<file path="config.mk">
export PLATFORM = sky130hd
export DESIGN_NAME = mem_arbiter_flat
export DESIGN_NICKNAME = d
export VERILOG_FILES = /design/src/rtl/mem_arbiter_if.sv /design/src/rtl/mem_arbiter.sv /design/src/flat_wrapper.sv
export SDC_FILE = /design/constraint.sdc
export NUM_CORES = 1
export LEC_CHECK = 0
export CAP_MARGIN = 20
export CORE_AREA = 2 2 119 121
export DETAILED_ROUTE_END_ITERATION = 16
export DIE_AREA = 0 0 121 123
export PLACE_DENSITY = 0.75
export SLEW_MARGIN = 40
export SYNTH_ARGS = -nofsm -noshare
export SYNTH_HDL_FRONTEND = slang
export SYNTH_SLANG_ARGS = --single-unit
</file>
<file path="constraint.sdc">
create_clock -name clk -period 2.3 [get_ports clk]
set_clock_uncertainty 0.05 [all_clocks]
set_input_delay 0.345 -clock clk [delete_from_list [all_inputs] [get_ports clk]]
set_output_delay 0.345 -clock clk [all_outputs]
set_load 0.01 [all_outputs]
</file>
<file path="src/rtl/mem_arbiter_if.sv">
// Bundles the CPU fetch/load-store request ports and the MMU command port of mem_arbiter.
// The master side is the CPU plus the MMU read-data source; the slave side is the arbiter.
interface mem_arbiter_if;
  logic        if_req;
  logic [31:0] if_addr;
  logic [31:0] if_rdata;
  logic        if_ack;

  logic        mem_req;
  logic        mem_we;
  logic [31:0] mem_addr;
  logic [31:0] mem_wdata;
  logic        mem_byte;
  logic [31:0] mem_rdata;
  logic        mem_ack;

  logic        mmu_read;
  logic        mmu_write;
  logic [31:0] mmu_addr;
  logic [31:0] mmu_wdata;
  logic        mmu_bytemode;
  logic [31:0] mmu_rdata;

  logic        stall;

  modport master (
    output if_req, if_addr, mem_req, mem_we, mem_addr, mem_wdata, mem_byte, mmu_rdata,
    input  if_rdata, if_ack, mem_rdata, mem_ack,
    input  mmu_read, mmu_write, mmu_addr, mmu_wdata, mmu_bytemode, stall
  );

  modport slave (
    input  if_req, if_addr, mem_req, mem_we, mem_addr, mem_wdata, mem_byte, mmu_rdata,
    output if_rdata, if_ack, mem_rdata, mem_ack,
    output mmu_read, mmu_write, mmu_addr, mmu_wdata, mmu_bytemode, stall
  );
endinterface

</file>
<file path="src/rtl/mem_arbiter.sv">
// Serialises fetch and load/store requests onto one MMU port; ack comes WAIT_CYCLES+1 cycles after the
// request is sampled, one access per WAIT_CYCLES+2 cycles; the losing/waiting port sees stall until its ack.
module mem_arbiter #(
  parameter int WAIT_CYCLES = 2
) (
  input  logic         clk,
  input  logic         rst,
  mem_arbiter_if.slave bus
);
  typedef enum logic [1:0] {IDLE, ACCESS, DONE} state_t;

  localparam logic [3:0] CNT_INIT = 4'(WAIT_CYCLES - 1);

  state_t      state, state_nxt;
  logic [3:0]  cnt, cnt_nxt;
  logic        grant_mem, grant_mem_nxt;
  logic        last_mem, last_mem_nxt;
  logic [31:0] cmd_addr, cmd_addr_nxt;
  logic [31:0] cmd_wdata, cmd_wdata_nxt;
  logic        cmd_we, cmd_we_nxt;
  logic        cmd_byte, cmd_byte_nxt;
  logic [31:0] if_rdata_q, if_rdata_nxt;
  logic [31:0] mem_rdata_q, mem_rdata_nxt;
  logic        pick_mem;

  // MEM wins by default; IF wins when MEM had the previous grant, so neither port starves.
  assign pick_mem = bus.mem_req & ~(last_mem & bus.if_req);

  always_comb begin
    state_nxt     = state;
    cnt_nxt       = cnt;
    grant_mem_nxt = grant_mem;
    last_mem_nxt  = last_mem;
    cmd_addr_nxt  = cmd_addr;
    cmd_wdata_nxt = cmd_wdata;
    cmd_we_nxt    = cmd_we;
    cmd_byte_nxt  = cmd_byte;
    if_rdata_nxt  = if_rdata_q;
    mem_rdata_nxt = mem_rdata_q;
    case (state)
      IDLE: begin
        if (bus.if_req | bus.mem_req) begin
          grant_mem_nxt = pick_mem;
          last_mem_nxt  = pick_mem;
          cmd_addr_nxt  = pick_mem ? bus.mem_addr : bus.if_addr;
          cmd_wdata_nxt = pick_mem ? bus.mem_wdata : 32'h0;
          cmd_we_nxt    = pick_mem & bus.mem_we;
          cmd_byte_nxt  = pick_mem & bus.mem_byte;
          cnt_nxt       = CNT_INIT;
          state_nxt     = ACCESS;
        end
      end
      ACCESS: begin
        if (cnt == 4'd0) begin
          if (!cmd_we) begin
            if (grant_mem) mem_rdata_nxt = bus.mmu_rdata;
            else           if_rdata_nxt  = bus.mmu_rdata;
          end
          state_nxt = DONE;
        end else begin
          cnt_nxt = cnt - 4'd1;
        end
      end
      DONE:    state_nxt = IDLE;
      default: state_nxt = IDLE;
    endcase
  end

  always_ff @(posedge clk) begin
    if (rst) begin
      state       <= IDLE;
      cnt         <= 4'd0;
      grant_mem   <= 1'b0;
      last_mem    <= 1'b0;
      cmd_addr    <= 32'h0;
      cmd_wdata   <= 32'h0;
      cmd_we      <= 1'b0;
      cmd_byte    <= 1'b0;
      if_rdata_q  <= 32'h0;
      mem_rdata_q <= 32'h0;
    end else begin
      state       <= state_nxt;
      cnt         <= cnt_nxt;
      grant_mem   <= grant_mem_nxt;
      last_mem    <= last_mem_nxt;
      cmd_addr    <= cmd_addr_nxt;
      cmd_wdata   <= cmd_wdata_nxt;
      cmd_we      <= cmd_we_nxt;
      cmd_byte    <= cmd_byte_nxt;
      if_rdata_q  <= if_rdata_nxt;
      mem_rdata_q <= mem_rdata_nxt;
    end
  end

  // Strobes come straight from registers so the MMU sees a glitch-free, stable window.
  assign bus.mmu_read     = (state == ACCESS) & ~cmd_we;
  assign bus.mmu_write    = (state == ACCESS) & cmd_we;
  assign bus.mmu_addr     = cmd_addr;
  assign bus.mmu_wdata    = cmd_wdata;
  assign bus.mmu_bytemode = cmd_byte;

  assign bus.if_ack    = (state == DONE) & ~grant_mem;
  assign bus.mem_ack   = (state == DONE) & grant_mem;
  assign bus.if_rdata  = if_rdata_q;
  assign bus.mem_rdata = mem_rdata_q;

  assign bus.stall = (bus.if_req & ~bus.if_ack) | (bus.mem_req & ~bus.mem_ack);
endmodule

</file>
<file path="src/flat_wrapper.sv">
// flat-port wrapper written by rule: the top's interface ports become plain ports
module mem_arbiter_flat 
#(
  parameter int WAIT_CYCLES = 2
)
  (clk, rst, bus_if_req, bus_if_addr, bus_mem_req, bus_mem_we, bus_mem_addr, bus_mem_wdata, bus_mem_byte, bus_mmu_rdata, bus_if_rdata, bus_if_ack, bus_mem_rdata, bus_mem_ack, bus_mmu_read, bus_mmu_write, bus_mmu_addr, bus_mmu_wdata, bus_mmu_bytemode, bus_stall);
  mem_arbiter_if bus_i ();
  input  logic clk;
  input  logic rst;
  input wire logic [$bits(bus_i.if_req)-1:0] bus_if_req;
  input wire logic [$bits(bus_i.if_addr)-1:0] bus_if_addr;
  input wire logic [$bits(bus_i.mem_req)-1:0] bus_mem_req;
  input wire logic [$bits(bus_i.mem_we)-1:0] bus_mem_we;
  input wire logic [$bits(bus_i.mem_addr)-1:0] bus_mem_addr;
  input wire logic [$bits(bus_i.mem_wdata)-1:0] bus_mem_wdata;
  input wire logic [$bits(bus_i.mem_byte)-1:0] bus_mem_byte;
  input wire logic [$bits(bus_i.mmu_rdata)-1:0] bus_mmu_rdata;
  output wire logic [$bits(bus_i.if_rdata)-1:0] bus_if_rdata;
  output wire logic [$bits(bus_i.if_ack)-1:0] bus_if_ack;
  output wire logic [$bits(bus_i.mem_rdata)-1:0] bus_mem_rdata;
  output wire logic [$bits(bus_i.mem_ack)-1:0] bus_mem_ack;
  output wire logic [$bits(bus_i.mmu_read)-1:0] bus_mmu_read;
  output wire logic [$bits(bus_i.mmu_write)-1:0] bus_mmu_write;
  output wire logic [$bits(bus_i.mmu_addr)-1:0] bus_mmu_addr;
  output wire logic [$bits(bus_i.mmu_wdata)-1:0] bus_mmu_wdata;
  output wire logic [$bits(bus_i.mmu_bytemode)-1:0] bus_mmu_bytemode;
  output wire logic [$bits(bus_i.stall)-1:0] bus_stall;
  assign bus_i.if_req = bus_if_req;
  assign bus_i.if_addr = bus_if_addr;
  assign bus_i.mem_req = bus_mem_req;
  assign bus_i.mem_we = bus_mem_we;
  assign bus_i.mem_addr = bus_mem_addr;
  assign bus_i.mem_wdata = bus_mem_wdata;
  assign bus_i.mem_byte = bus_mem_byte;
  assign bus_i.mmu_rdata = bus_mmu_rdata;
  assign bus_if_rdata = bus_i.if_rdata;
  assign bus_if_ack = bus_i.if_ack;
  assign bus_mem_rdata = bus_i.mem_rdata;
  assign bus_mem_ack = bus_i.mem_ack;
  assign bus_mmu_read = bus_i.mmu_read;
  assign bus_mmu_write = bus_i.mmu_write;
  assign bus_mmu_addr = bus_i.mmu_addr;
  assign bus_mmu_wdata = bus_i.mmu_wdata;
  assign bus_mmu_bytemode = bus_i.mmu_bytemode;
  assign bus_stall = bus_i.stall;
  mem_arbiter #(.WAIT_CYCLES(WAIT_CYCLES)) u_core (.clk(clk), .rst(rst), .bus(bus_i));
endmodule
</file>
# Word level (Yosys, flattened, before mapping)
# Cells that the tools add are included.
# word_totals
word_cells,48
inputBits,134
out_inout_bits,134
ff_bits,137
# op_classes
n_eq_ne,5
mux,8
addsub,1
bitwise,17
reduce_logical,8
# op_table
op,count
32-bit two-way mux,2
1-bit AND,10
4-bit two-way mux,2
4-bit case mux with 2 select lines,1
4-bit AND reduction,2
1-bit NOT,5
4-bit logical NOT,1
2-bit two-way mux,2
"2-bit by 1-bit != test with 1-bit output, second input constant",2
2-bit case mux with 2 select lines,1
2-bit AND reduction,2
"4-bit by 1-bit subtractor with 4-bit output, second input constant",1
3-bit AND reduction,1
"2-bit by 1-bit equality test with 1-bit output, second input constant",1
"2-bit equality test, second input constant",1
2-bit logical NOT,1
"2-bit != test, second input constant",1
1-bit bitwise OR,2
2-bit nonzero test,1

# Logic depth before layout (Yosys ltp)
# Gate-level depths: netlist (run 1).
# depth
word_depth,5
depth_mapped,7
mapped_depth_nobuf,5

# Worst setup path before layout (run 1)
# No wires, ideal clock.
# synth_timing
kind,register -> register
startpoint,register u_core.cnt[0]
endpoint,"register u_core.if_rdata_q[12], in the netlist u_core.bus.if_rdata[12]"
path_slack_ns,0.436
period_less_slack_ns,1.864
path_stages_with_launch,8
path_buffers,2
arrival_ns,1.694
setup_ns,0.120
path_cell_list,dfxtp_1 -> inv_1 -> ha_1 -> or3b_4 -> or4_1 -> clkbuf_1 -> buf_6 -> mux2i_1
# synth_between
elab_chain_cells,2
# synth_lines
item,line_no,text
"start, declared",mem_arbiter.sv:15,"logic [3:0] cnt, cnt_nxt;"
"start signal, assigned",mem_arbiter.sv:83,cnt <= cnt_nxt;
4-bit logical NOT,mem_arbiter.sv:54,if (cnt == 4'd0) begin
4-bit AND reduction (no source line),n/a,
"end signal, assigned",mem_arbiter.sv:90,if_rdata_q <= if_rdata_nxt;
"end, declared",mem_arbiter.sv:22,"logic [31:0] if_rdata_q, if_rdata_nxt;"
# Every way passes these cells.
# A chain may end at the register's enable or synchronous reset.

# Worst setup path in the final report (run 1)
# layout_timing
startpoint,register u_core.state[0]
endpoint,output bus_mmu_write
# layout_between
elab_chain_cells,2
# layout_lines
item,line_no,text
"start, declared",mem_arbiter.sv:14,"state_t state, state_nxt;"
"start signal, assigned",mem_arbiter.sv:82,state <= state_nxt;
2-bit by 1-bit equality test with 1-bit output,mem_arbiter.sv:97,assign bus.mmu_write = (state == ACCESS) & cmd_we;
1-bit AND,mem_arbiter.sv:97,
"end, declared",flat_wrapper.sv:23,output wire logic [$bits(bus_i.mmu_write)-1:0] bus_mmu_write;
# Every way passes these cells.

==> results of run 1 <==
[sequential cells by signal, summed over array words and instances (netlist names)]
register	count
u_core.bus.if_rdata	32
u_core.bus.mem_rdata	32
u_core.bus.mmu_addr	32
u_core.bus.mmu_wdata	32
u_core.cnt	4
u_core.state	2
u_core.bus.mmu_bytemode	1
u_core.cmd_we	1
u_core.grant_mem	1
[cell type report]
type | instances | area, sq um
clock buffers | 21 | 460.4
clock inverters | 11 | 170.2
fillers | 1069 | 4741
inverters | 5 | 18.77
multi-input cells | 296 | 2435
flip-flops and latches | 137 | 2744
well taps | 180 | 225.2
repair buffers | 277 | 2818
[logic make-up (layout without fill, tap and decap cells)]
group	after synthesis	in the layout	share of synthesized area
AOI/OAI and AO/OA	79	79	0.1243
adders and majority gates	1	1	0.002349
buffers and inverters	42	314	0.03430
DFF	137	137	0.5149
muxes	96	96	0.1804
and+or+nand+nor	120	120	0.1438
[synthesized netlist by cell type]
cell       instances
clkbuf_1          21
nor3_1             2
or3b_4             1
or4_1              3
and3b_1            2
a221o_1            1
o21ai_0            2
nor4_2             1
nand2_1            1
buf_1              6
a22oi_1            1
inv_1              5
a22o_1            34
buf_2              8
dfxtp_1          137
and2_0             1
nand3b_1           1
nor2b_1            1
nor2_1             3
or2_2              1
or3_1              2
nor3b_1            2
o22ai_1            1
nand2b_1          97
o2bb2ai_1         32
a21boi_1           1
a21o_1             2
mux2i_1           96
a21oi_1            4
nor4bb_1           1
ha_1               1
and2_1             1
buf_6              2
a211oi_1           1
[through the flow]
step / instance area (sq um) / cells
6_report: 8871 / 927
4_1_cts: 8867 / 927
3_3_place_gp: 8237 / 895
5_1_grt: 8871 / 927
3_5_place_dp: 8237 / 895
2_1_floorplan: 5326 / 475
[layer usage]
| layer | share of wire | up-vias | track usage | routed length, um |
|---|---|---|---|---|
| met2 | 0.49 | 176 | 0.3416 | 7442 |
| met4 | 0.028 | 0 | 0.09593 | 428 |
| met5 | 0 | - | 0 | 0 |
| met3 | 0.097 | 33 | 0.09225 | 1473 |
| met1 | 0.39 | 2133 | 0.2258 | 5916 |
| li1 | - | 2199 | - | - |
[how the worst max path moves through the flow]
| stage | cells after the start | slack, ns | from | end |
|---|---|---|---|---|
| after detailed placement | 4 | 0.18 | bus_if_req | bus_stall |
| after floorplan | 7 | 0.44 | u_core.cnt[0] | u_core.bus.if_rdata[12] |
| after global placement | 4 | 0.18 | bus_if_req | bus_stall |
| after global routing | 3 | 0.0002 | u_core.state[1] | bus_mmu_read |
| after CTS | 3 | 0.07 | u_core.state[1] | bus_mmu_read |
| final | 3 | 0.11 | u_core.state[0] | bus_mmu_write |
[where the power goes]
group	switching (mW)	internal (mW)	leakage (nW)
clock	1.01	1.87	0.299
combinational	0.513	0.752	2.06
sequential	0.112	2.56	1.12
==> results.py, run 1 <==
metrics = {
    "setup_path": {
        "rr_worst_depth": 6,
        "cp_slowest_cell": "clkdlybuf4s50_1",
        "rr_startpoint": "u_core.cnt[0]",
        "cpPeakStageDelay_ns": 0.55,
        "cp_max_fo": 6,
        "timing.rr.end": "u_core.bus.if_rdata[31]",
        "rrSetupSlack_ns": 0.26,
        "start_kind": "flop",
        "worstPathArrival_ns": 1.79,
        "end_kind": "primary output",
        "cp.required_ns": 1.90,
        "path_class": "reg2out",
        "crit_chain": "nor2b_1, and2_1, clkdlybuf4s50_1",
        "path_buf_inv": 1,
        "crit_family": "buffers and inverters",
    },
    "pwr": {
        "cellLeakagePower_nw": 3.473,
        "vdd_drop_max_uv": 455.7,
        "power_mw": 6.824,
        "power_density_nw_per_um2": 769.2,
    },
    "logic_synthesis": {
        "avgSynthCellArea_sq_um": 11.21,
        "syn-instance-count": 475,
        "synth.net_count": 610,
        "netlist.area_leader.share": 0.5149,
        "syn_area_sq_um": 5326,
        "seq_area_frac_synth": 0.5149,
        "ys_warn_count": 0,
        "synth_seq_cells": 137,
        "synth_largest_area_cell": "dfxtp_1",
        "synth_cell_type_count": 34,
        "synth_area_leaders": "dfxtp_1 (51%), mux2i_1 (18%), nand2b_1 (11%)",
    },
    "global_routing": {
        "grt_max_degree": 88,
        "antenna_found_initial": 0,
        "grt_pass1_vias": 4796,
        "gr-total-overflow": 0,
        "grt_usage": 0.2058,
        "grt_pass1_wl_mm": 23.92,
    },
    "final_layout": {
        "layout_commonest_cell": "clkdlybuf4s50_1",
        "nets": 869,
        "areaGrowthSynthToFinish_pct": 66.55,
        "utilization": 0.6517,
        "drive_gt1_frac": 0.06426,
        "final_cell_mix": "clkdlybuf4s50_1 (266), dfxtp_1 (136), nand2b_1 (96), mux2i_1 (96), a22o_1 (34)",
        "antenna_cells": 0,
    },
    "floorplanning": {
        "die_y_um": 123,
        "dieArea_sq_um": 14880,
        "core_sq_um": 13610,
        "initial_core_util": 0.3913,
        "die_width_um": 121,
        "pin_count": 268,
        "rows": 43,
    },
    "worst_hold_path": {
        "hold_class": "in2reg",
        "hold_path.startpoint": "rst",
        "hold_end": "u_core.state[0]",
        "worst_hold_path.num_cells": 2,
    },
    "routing": {
        "wl_per_cell_um": 16.46,
        "via_per_inst": 4.899,
        "drc_errors": 0,
        "routed_wl_mm": 15.26,
        "drtAntennaViolNets": 0,
        "vias": 4541,
        "drt-initial-drc-count": 220,
        "drt-pass1-iter-count": 4,
    },
    "clock_network": {
        "cts_resized": 0,
        "clock_sinks": 137,
        "cts_buffers": 17,
        "path_clk_slew_ns": 0.06,
        "htree_levels": 4,
        "clock_latency_ns": 0.41,
        "postCtsSetupRepairBufs": 0,
        "clock_path_buffers": 2,
        "cts_root_buffer": "clkbuf_16",
        "postCtsHoldBufs": 0,
        "cts_tree": "done",
    },
    "sta": {
        "timing.slew.headroom": 0.6061,
        "period_share": 0.9520,
        "finalHoldViolations": 0,
        "hold_ws_ns": 0.2746,
        "setup_tns_ns": 0,
        "timing.final.ws_setup_ns": 0.1103,
        "drv_slew": 0,
        "setup_viol": 0,
        "max_freq_ghz": 0.4567,
        "worstMarginPinSlew_ns": 0.5895,
        "fin_crit_ns": 2.190,
        "rsz0062_at_grt": "false",
    },
    "placed_design": {
        "pre_cts_slack_ns": 0.1831,
        "gp_congestion": 0.7571,
        "port_buffers": 267,
        "hpwl_mm": 11.10,
    },
    "job": {
        "maxCapViolations": 0,
    },
    "run_status": {
        "outcome": "completed",
    },
}
Power figures use the tool's default switching activity.
==> run 2: changes to the inputs <==
--- a/config.mk
+++ b/config.mk
@@ -14,3 +14,4 @@
 export SYNTH_ARGS = -nofsm -noshare
 export SYNTH_HDL_FRONTEND = slang
 export SYNTH_SLANG_ARGS = --single-unit
+export TNS_END_PERCENT = 5
==> results of run 2 <==
Final layout, timing and power as in run 1 (identical DEF).
